`config.mk`:
```
export PLATFORM = sky130hd
export DESIGN_NAME = mem_loader
export DESIGN_NICKNAME = d
export VERILOG_FILES = /design/src/rtl/mem_loader.sv
export SDC_FILE = /design/constraint.sdc
export NUM_CORES = 1
export LEC_CHECK = 0
export BUFFER_PORTS_ARGS = -buffer_cell sky130_fd_sc_hd__buf_2
export CAP_MARGIN = 20
export CORE_MARGIN = 5
export CORE_UTILIZATION = 52
export DETAILED_ROUTE_END_ITERATION = 8
export PLACE_DENSITY = 0.87
export SLEW_MARGIN = 10
export SYNTH_ARGS = -nofsm -noshare
export SYNTH_HDL_FRONTEND = slang
export SYNTH_SLANG_ARGS = --single-unit
```
`constraint.sdc`:
```
create_clock -name clk -period 2.4 [get_ports clk]
set_clock_uncertainty 0.05 [all_clocks]
set_input_delay 0.12 -clock clk [delete_from_list [all_inputs] [get_ports clk]]
set_output_delay 0.12 -clock clk [all_outputs]
set_load 0.01 [all_outputs]
```
`src/rtl/mem_loader.sv`:
```
// Byte-stream loader: length-prefixed byte pairs are packed into 16-bit words and
// written to consecutive addresses while the CPU is held in reset.
module mem_loader #(
  parameter int unsigned                  ADDR_WIDTH = 16,
  parameter logic        [ADDR_WIDTH-1:0] START_ADDR = '0
) (
  input  logic                  clk,
  input  logic                  reset,
  input  logic                  start,
  input  logic [7:0]            in_data,
  input  logic                  in_valid,
  output logic                  in_ready,
  output logic [ADDR_WIDTH-1:0] mem_addr,
  output logic [15:0]           mem_wdata,
  output logic                  mem_we,
  output logic                  cpu_hold,
  output logic                  done
);

  typedef enum logic [2:0] {
    S_HDR_HI,
    S_HDR_LO,
    S_DATA_HI,
    S_DATA_LO,
    S_WRITE,
    S_DONE
  } state_t;

  state_t                  r_state;
  state_t                  w_state_next;
  logic [15:0]             r_idx;
  logic [15:0]             r_n;
  logic [7:0]              r_hi;
  logic [ADDR_WIDTH-1:0]   r_addr;
  logic [15:0]             r_wdata;

  logic                    w_xfer;
  logic                    w_last;
  logic [ADDR_WIDTH-1:0]   w_addr_next;

  assign w_xfer      = in_valid && in_ready;
  // N is never 0 in WRITE (a zero header goes straight to DONE), so N-1 cannot underflow.
  assign w_last      = (r_idx == (r_n - 16'd1));
  assign w_addr_next = START_ADDR + ADDR_WIDTH'(r_idx);

  always_comb begin
    w_state_next = r_state;
    in_ready     = 1'b0;
    mem_we       = 1'b0;
    done         = 1'b0;
    cpu_hold     = 1'b1;
    unique case (r_state)
      S_HDR_HI: begin
        in_ready = 1'b1;
        if (w_xfer) w_state_next = S_HDR_LO;
      end
      S_HDR_LO: begin
        in_ready = 1'b1;
        if (w_xfer) begin
          if ({r_n[15:8], in_data} == 16'd0) w_state_next = S_DONE;
          else                                w_state_next = S_DATA_HI;
        end
      end
      S_DATA_HI: begin
        in_ready = 1'b1;
        if (w_xfer) w_state_next = S_DATA_LO;
      end
      S_DATA_LO: begin
        in_ready = 1'b1;
        if (w_xfer) w_state_next = S_WRITE;
      end
      S_WRITE: begin
        mem_we       = 1'b1;
        w_state_next = w_last ? S_DONE : S_DATA_HI;
      end
      S_DONE: begin
        done     = 1'b1;
        cpu_hold = 1'b0;
        if (start) w_state_next = S_HDR_HI;
      end
      default: w_state_next = S_HDR_HI;
    endcase
  end

  always_ff @(posedge clk or posedge reset) begin
    if (reset) r_state <= S_HDR_HI;
    else       r_state <= w_state_next;
  end

  always_ff @(posedge clk or posedge reset) begin
    if (reset) begin
      r_idx   <= '0;
      r_n     <= '0;
      r_hi    <= '0;
      r_addr  <= '0;
      r_wdata <= '0;
    end else begin
      unique case (r_state)
        S_HDR_HI:  if (w_xfer) r_n[15:8] <= in_data;
        S_HDR_LO: begin
          if (w_xfer) begin
            r_n[7:0] <= in_data;
            r_idx    <= '0;
          end
        end
        S_DATA_HI: if (w_xfer) r_hi <= in_data;
        S_DATA_LO: begin
          if (w_xfer) begin
            r_wdata <= {r_hi, in_data};
            r_addr  <= w_addr_next;
          end
        end
        S_WRITE:   r_idx <= r_idx + 16'd1;
        default:   ;
      endcase
    end
  end

  assign mem_addr  = r_addr;
  assign mem_wdata = r_wdata;

endmodule

```
# Word level (Yosys, flattened, before mapping)
# Cells that the tools add are included.
[op_classes]
n_addsub = 2
n_mul = 0
div_mod_pow = 0
magnitude_cmp = 0
eq_ne = 11
shifts = 0
muxes = 14
n_bitwise = 0
n_reduce_logical = 11
[ops]
columns = ["cell", "count"]
rows = [
  ["one-hot mux 16 bit (2 select lines)", 1],
  ["two-way mux 3 bit", 7],
  ["one-hot mux 3 bit (6 select lines)", 1],
  ["adder 16 x 1 -> 16 bit (second input constant)", 1],
  ["== test 16 bit", 1],
  ["zero test 16 bit", 1],
  ["two-way mux 16 bit", 1],
  ["subtractor 16 x 1 -> 16 bit (second input constant)", 1],
  ["!= test 2 bit (second input constant)", 5],
  ["AND reduction 2 bit", 5],
  ["== test 3 x 2 -> 1 bit (second input constant)", 2],
  ["== test 3 bit (second input constant)", 2],
  ["AND reduction 5 bit", 1],
  ["two-way mux 1 bit", 4],
  ["OR reduction 4 bit", 1],
  ["== test 3 x 1 -> 1 bit (second input constant)", 1],
  ["zero test 3 bit", 1],
  ["nonzero test 2 bit", 1],
  ["logical AND 1 bit", 1],
]
[word_totals]
register_bits = 75
latchBits = 0
ramBits = 0
romBits = 0
elab_cells = 45
memories = 0

# Depth between registers and ports, before layout
# Gate-level depths: netlist of the first run.
[logic_depth]
depth_word = 6
depth_mapped = 9
ltp_nobuf = 8

# Worst setup path after synthesis of the first run
# No wires, ideal clock.
[synth_path]
path_type = "flip-flop to flip-flop"
start = "register r_n[8]"
end = "register r_state[1]"
setup_ps = 124
t_arrival_ps = 2273
t_required_ps = 2226
setup_slack_ps = -46
path_stages_with_launch = 7
cell_sequence = "dfrtp_1 or3_4 or3_4 nor4b_2 nor3_1 or4_4 o31a_1"
[synth_via]
elab_chain_len = 4
word_cells_on_any_way = 7
[synth_lines]
columns = ["item", "line_no", "text"]
rows = [
  ["start, declared", "32", "logic [15:0] r_n;"],
  ["start signal, assigned", "99", "S_HDR_HI: if (w_xfer) r_n[15:8] <= in_data;"],
  ["subtractor 16 x 1 -> 16 bit / zero test 16 bit (equally long branches)", "43, 60", ""],
  ["== test 16 bit / two-way mux 3 bit (equally long branches)", "43, 60", ""],
  ["two-way mux 3 bit, on equally long branches", "74, 59", ""],
  ["one-hot mux 3 bit (6 select lines) *", "52", "unique case (r_state)"],
  ["end signal, assigned", "87", "else r_state <= w_state_next;"],
  ["end, declared", "29", "state_t r_state;"],
]
# Mark *: on every way between the ends. The rest lies on a longest branch, timed or not. The select of a mux whose other input is x is not followed.
# A chain may end at the register's enable or synchronous reset.

# Worst setup path in the final report of the first run
[layout_path]
start = "register r_n[10]"
end = "register r_state[0]"
# The elaborated chain is that of the path after synthesis.

==> results of run 1 <==
-- flip-flops by register name, summed over array words and instances (netlist names) --
register and count:
mem_addr 16, mem_wdata 16, r_idx 16, r_n 16, r_hi 8, r_state 3
-- worst reg2reg max path: stages (launching register included) --
cell     delay, ps
dfrtp_1        380
or3_4          380
or3_4          340
or3_1          380
xnor2_1        180
nand4_1        190
buf_4          210
o31ai_4        210
-- logic make-up after synthesis --
logic type,Yosys count,share of synthesized area
simple gates,99,0.1533
fa+ha+maj,2,0.006827
buf+inv,19,0.01946
compound gates,51,0.08604
flops,75,0.5121
xor+xnor,21,0.05019
mux,56,0.1721
-- area by class of cell --
type	instances	area [um^2]	share of cell area
clock buffers	10	127.6	0.02929
clock inverters	5	55.05	0.01263
inverters	8	30.03	0.006891
multi-input cells	229	1745	0.4005
flip-flops and latches	75	1877	0.4307
well taps	96	120.1	0.02756
repair buffers	69	402.9	0.09245
-- how the worst min path moves through the flow --
stage	startpoint	end	slack, ps	depth (start not counted)
floorplan	in_data[3]	r_n[3]	220	1
global placement	reset	mem_wdata[8]	180	2
detailed placement	reset	mem_wdata[8]	200	2
CTS	in_data[7]	r_n[7]	10	2
global route	in_data[7]	r_n[15]	20	2
finish	in_data[7]	r_n[7]	30	2
-- report_power, final --
group          leakage (nW)  internal (W)  switching (W)
Sequential            0.959       0.00170       0.000380
Combinational         0.955       0.00103       0.000891
Clock                0.0881      0.000471       0.000447
-- Yosys cell counts (all sizes together) (2+ instances only) --
master / n
a21boi: 2
a21oi: 5
a31oi: 4
and3: 3
and3b: 3
clkbuf: 11
dfrtp: 75
ha: 2
inv: 8
mux2: 56
nand2: 23
nand2b: 5
nand3: 12
nand3b: 3
nand4: 6
nor2: 16
nor2b: 6
nor3: 9
nor4: 3
o211ai: 2
o21a: 2
o21ai: 23
o22ai: 2
o31ai: 5
o41ai: 2
or3: 6
xnor2: 16
xor2: 5
-- metrics by stage --
stage	cells	setup slack, ps
2_1_floorplan	323	4.175
3_3_place_gp	474	4.141
3_5_place_dp	474	-19.59
4_1_cts	490	30.76
5_1_grt	492	-63.24
6_report	492	0.06151
-- metal layers --
metal | GRT usage | vias to the layer above | routed length [um]
met5 | 0 | - | 0
met4 | 0.06378 | 0 | 149
met3 | 0.05769 | 17 | 517
met2 | 0.3146 | 89 | 3750
met1 | 0.2547 | 1362 | 3495
li1 | - | 1291 | -
-- timing repair --
item / in CTS / in global routing
resized for setup: 0 / 5
endpoints found under the hold margin: 31 / 0
hold buffers: 1 / 0
setup buffers: 0 / 2
pin swaps: 3 / 2
endpoints found under the setup margin: 1 / 3
==> flow_metrics.env, run 1 <==
export IMPL_finalHoldViolations=0
export IMPL_clockRootBuffer="clkbuf_8"
export IMPL_synth_async_reset_ratio=1.000
export IMPL_clock_sinks=75
export IMPL_dp_hpwl_um=5659
export IMPL_startpoint_type="flip-flop"
export IMPL_tns_ps=0
export IMPL_place_area_mm2=0.004121
export IMPL_min_period_ps=2400
export IMPL_area_growth_pct=18.91
export IMPL_path_depth=7
export IMPL_fillers=565
export IMPL_dr_pass1_iters=4
export IMPL_critPathKind="flip-flop to flip-flop"
export IMPL_drt_iter0_drc=175
export IMPL_crit_buf_inv=1
export IMPL_rsz0062_at_grt="yes"
export IMPL_critPathCapture="r_state[0]"
export IMPL_synth_edf_count=0
export IMPL_post_route_period_util=1.000
export IMPL_clk_pin_slew_ps=70
export IMPL_start_util=0.5364
export IMPL_power_density_mw_per_mm2=1128
export IMPL_cpPeakStageDelay_ps=380
export IMPL_yosysWarnings=0
export IMPL_grt_max_degree=34
export IMPL_wl_um=7913
export IMPL_required_ps=2610
export IMPL_layout_cells_most_common="dfrtp_1"
export IMPL_worstSetupStartpoint="r_n[10]"
export IMPL_worst_pin_slew_ps=652.6
export IMPL_r2r_cells=7
export IMPL_status="completed"
export IMPL_drtAntennaViolNets=0
export IMPL_first_global_vias=2814
export IMPL_most_common_layout_cells="dfrtp_1, mux2_2, buf_2"
export IMPL_r2r_end="r_state[0]"
export IMPL_r2r_slack_ps=0.06
export IMPL_cts_buffer_depth=2
export IMPL_ys_seq_elements=75
export IMPL_cap_violations=0
export IMPL_gp_congestion=0.9420
export IMPL_path_max_fanout=3
export IMPL_io_buffers=47
export IMPL_syn_area_mm2=0.003665
export IMPL_crit_arrival_ps=2610
export IMPL_numCtsBuffers=9
export IMPL_ys_flop_type="dfrtp_1"
export IMPL_die_w_um=93.95
export IMPL_crit_top_cell="or3_4"
export IMPL_holdWs_ps=33.01
export IMPL_row_count=30
export IMPL_insertion_delay_ps=350
export IMPL_cp_end_kind="flip-flop"
export IMPL_cpLargestDelayFamily="simple AND/OR/NAND/NOR gates"
export IMPL_fin_nets=406
export IMPL_chipHeight_um=93.95
export IMPL_slew_viol_final=0
export IMPL_fin_util=0.6379
export IMPL_crit_chain="or3_4, or3_4, or3_1, xnor2_1, nand4_1, buf_4, o31ai_4"
export IMPL_routedWlPerCell_um=16.08
export IMPL_total_power_w=0.004917
export IMPL_die_area_mm2=0.008827
export IMPL_diodes=0
export IMPL_final_cell_area_mm2=0.004358
export IMPL_slew_headroom=0.5643
export IMPL_worst_r2r_startpoint="r_n[10]"
export IMPL_gr_total_overflow=0
export IMPL_p_leak_nw=2.003
export IMPL_synth_net_count=337
export IMPL_tritoncts="built"
export IMPL_drive_gt1_frac=0.3864
export IMPL_htreeDepth=3
export IMPL_yosys_top_cells_area="dfrtp_1, mux2_2, xnor2_1"
export IMPL_setup_viol=0
export IMPL_antenna_found_initial=0
export IMPL_drc=0
export IMPL_vias_per_cell=5.608
export IMPL_fmax_mhz=416.7
export IMPL_synth_cell_types=43
export IMPL_ir_worst_vdd_uv=674.1
export IMPL_seq_area_frac_synth=0.5121
export IMPL_hold_class="input pin to flip-flop"
export IMPL_grt_first_pass_wirelength_um=13560
export IMPL_pin_count=48
export IMPL_grtUsageTotal=0.1960
export IMPL_postSynthCellCount=323
export IMPL_synth_top_area_share=0.5121
export IMPL_slowest_stage="dfrtp_1"
export IMPL_synth_largest_area_cell="dfrtp_1"
export IMPL_vias=2759
export IMPL_synth_area_per_cell_um2=11.35
export IMPL_core_area_mm2=0.006832
Power figures use the tool's default switching activity.
==> inputs of run 2 (changes only) <==
--- a/config.mk
+++ b/config.mk
@@ -5,12 +5,14 @@
 export SDC_FILE = /design/constraint.sdc
 export NUM_CORES = 1
 export LEC_CHECK = 0
+export ABC_AREA = 1
 export BUFFER_PORTS_ARGS = -buffer_cell sky130_fd_sc_hd__buf_2
 export CAP_MARGIN = 20
 export CORE_MARGIN = 5
-export CORE_UTILIZATION = 52
+export CORE_UTILIZATION = 54
+export CTS_BUF_LIST = sky130_fd_sc_hd__clkbuf_8
 export DETAILED_ROUTE_END_ITERATION = 8
-export PLACE_DENSITY = 0.87
+export PLACE_DENSITY = 0.89
 export SLEW_MARGIN = 10
 export SYNTH_ARGS = -nofsm -noshare
 export SYNTH_HDL_FRONTEND = slang
==> run 2 against run 1 <==
Sequential share of layout area down 0.60 points. Via count is 21% higher. Cell area increased by 1.4%. Largest cell class unchanged.
==> flow_metrics.env, run 2 <==
export IMPL_fmax_mhz=513.2
export IMPL_tritoncts="built"
export IMPL_fin_nets=547
export IMPL_min_period_ps=1949
export IMPL_htreeDepth=3
export IMPL_hold_class="input pin to flip-flop"
export IMPL_seq_area_frac_synth=0.4950
export IMPL_fillers=584
export IMPL_slew_viol_final=0
export IMPL_required_ps=2610
export IMPL_synth_net_count=487
export IMPL_post_route_period_util=0.8119
export IMPL_vias=3333
export IMPL_power_density_mw_per_mm2=1106
export IMPL_startpoint_type="flip-flop"
export IMPL_dp_hpwl_um=6400
export IMPL_row_count=30
export IMPL_area_growth_pct=16.57
export IMPL_synth_area_per_cell_um2=8.015
export IMPL_drt_iter0_drc=296
export IMPL_drtAntennaViolNets=0
export IMPL_grt_max_degree=46
export IMPL_worst_pin_slew_ps=717.5
export IMPL_gp_congestion=0.9711
export IMPL_start_util=0.5549
export IMPL_core_area_mm2=0.006832
export IMPL_final_cell_area_mm2=0.004419
export IMPL_syn_area_mm2=0.003791
export IMPL_ir_worst_vdd_uv=704.6
export IMPL_first_global_vias=3316
export IMPL_place_area_mm2=0.004156
export IMPL_place_ws_ps=506.0
export IMPL_synth_async_reset_ratio=1.000
export IMPL_p_leak_nw=2.240
export IMPL_yosysMostFrequentCell="nand2_1"
export IMPL_path_max_fanout=6
export IMPL_die_w_um=93.79
export IMPL_pin_count=48
export IMPL_postSynthCellCount=473
export IMPL_synth_top_cells_by_count="nand2_1, dfrtp_1, o21ai_0, inv_1, nor2_1"
export IMPL_antenna_found_initial=0
export IMPL_routedWlPerCell_um=13.81
export IMPL_wl_um=8754
export IMPL_crit_arrival_ps=2160
export IMPL_post_cts_repair_setup_buffers=0
export IMPL_vias_per_cell=5.257
export IMPL_status="completed"
export IMPL_diodes=0
export IMPL_grt_first_pass_wirelength_um=14970
export IMPL_setup_slack_ps=451.5
export IMPL_gr_total_overflow=0
export IMPL_synth_cell_types=34
export IMPL_drc=0
export IMPL_cts_buffer_depth=2
export IMPL_cp_end_kind="flip-flop"
export IMPL_insertion_delay_ps=360
export IMPL_most_common_layout_cells="nand2_1, dfrtp_1, o21ai_0"
export IMPL_tns_ps=0
export IMPL_synth_top_area_share=0.4950
export IMPL_numCtsBuffers=9
export IMPL_die_area_mm2=0.008797
export IMPL_fin_util=0.6469
export IMPL_drive_gt1_frac=0.1989
export IMPL_chipHeight_um=93.79
export IMPL_finalHoldViolations=0
export IMPL_rsz0062_at_grt="no"
export IMPL_layout_cells_most_common="nand2_1"
export IMPL_grtUsageTotal=0.2177
export IMPL_critPathKind="flip-flop to flip-flop"
export IMPL_clock_sinks=75
export IMPL_ys_flop_type="dfrtp_1"
export IMPL_ys_seq_elements=75
export IMPL_clockRootBuffer="clkbuf_8"
export IMPL_holdWs_ps=6.526
export IMPL_synth_largest_area_cell="dfrtp_1"
export IMPL_cap_violations=0
export IMPL_slew_headroom=0.5210
export IMPL_dr_pass1_iters=5
export IMPL_yosysWarnings=0
export IMPL_yosys_top_cells_area="dfrtp_1, nand2_1, o21ai_0"
export IMPL_setup_viol=0
export IMPL_synth_edf_count=0
export IMPL_io_buffers=47
export IMPL_clk_pin_slew_ps=90
==> run 2: changes by cell type in the layout (fill, tap and decap cells not counted), moves of 13 or more <==
cell	before	now
nor2_1	16	39
nand2_1	23	138
inv_1	6	52
buf_4	21	1
xnor2_1	16	3
o21ai_0	23	56
mux2_2	56	9
==> run 2: per-stage QoR <==
step	std cells	power, W
floorplan	473	0.003366
CTS	634	0.004890
global route	634	0.005299
global placement	610	0.003864
detailed placement	610	0.003958
finish	634	0.004889
==> run 2: cells by family (layout without fill, tap and decap cells) <==
group / after synthesis / in the layout / share of synthesized area
AOI/OAI and AO/OA: 80 / 80 / 0.1135
xor gates and xnor gates: 10 / 10 / 0.02310
adders and majority gates: 2 / 2 / 0.006600
buffers and inverters: 69 / 134 / 0.06931
DFF: 75 / 75 / 0.4950
muxes: 10 / 10 / 0.02937
and+or+nand+nor: 227 / 227 / 0.2630
==> run 2: path summary, 6_finish.rpt <==
kind	start	depth (start not counted)	to	slack, ps
worst max-delay path	r_n[0]	13	r_state[0]	450
worst min-delay path	in_data[5]	3	r_n[5]	7
worst max register to register	r_n[0]	13	r_state[0]	450
worst min register to register	mem_addr[0]	2	mem_addr[0]	430
max in group asynchronous	reset	4	r_idx[14]	1270
min in group asynchronous	reset	3	r_hi[1]	370
==> run 2: worst max-delay path, stage by stage (launching register included) <==
cell and delay [ps]:
dfrtp_1 410, inv_2 100, ha_1 230, nand3_2 150, nor2_4 200, nand2_1 90, o21bai_1 160, nand2_1 80
nand2_1 80, nor2_2 50, nand3_1 90, nand2_1 60, nand2_1 50, nand2_1 50
==> run 2: timing repair <==
item,4_1_cts,5_1_grt
hold endpoints to repair,40,0
hold buffers,8,0
resized for setup,0,0
setup endpoints to repair,0,0
==> run 2: cell type report <==
| type | count | area (um^2) | share of cell area |
|---|---|---|---|
| multi-input cells | 329 | 1652 | 0.3737 |
| repair buffers | 58 | 362.8 | 0.08211 |
| flip-flops and latches | 75 | 1877 | 0.4247 |
| clock inverters | 7 | 58.81 | 0.01331 |
| well taps | 96 | 120.1 | 0.02718 |
| inverters | 60 | 225.2 | 0.05096 |
| clock buffers | 9 | 123.9 | 0.02803 |
==> run 2: report_power, final <==
part / total, W / internal, W / leakage [nW] / switching [W]
logic: 0.00193 / 0.000737 / 1.17 / 0.00119
registers: 0.00204 / 0.00169 / 0.983 / 0.000349
clock network: 0.000926 / 0.000391 / 0.0872 / 0.000535
==> run 2: per-layer routing <==
metal,up-vias,wire [um],track usage
li1,1622,-,-
met1,1554,3753,0.2728
met2,122,4192,0.3566
met3,35,528,0.04728
met4,0,280,0.1047
met5,-,0,0
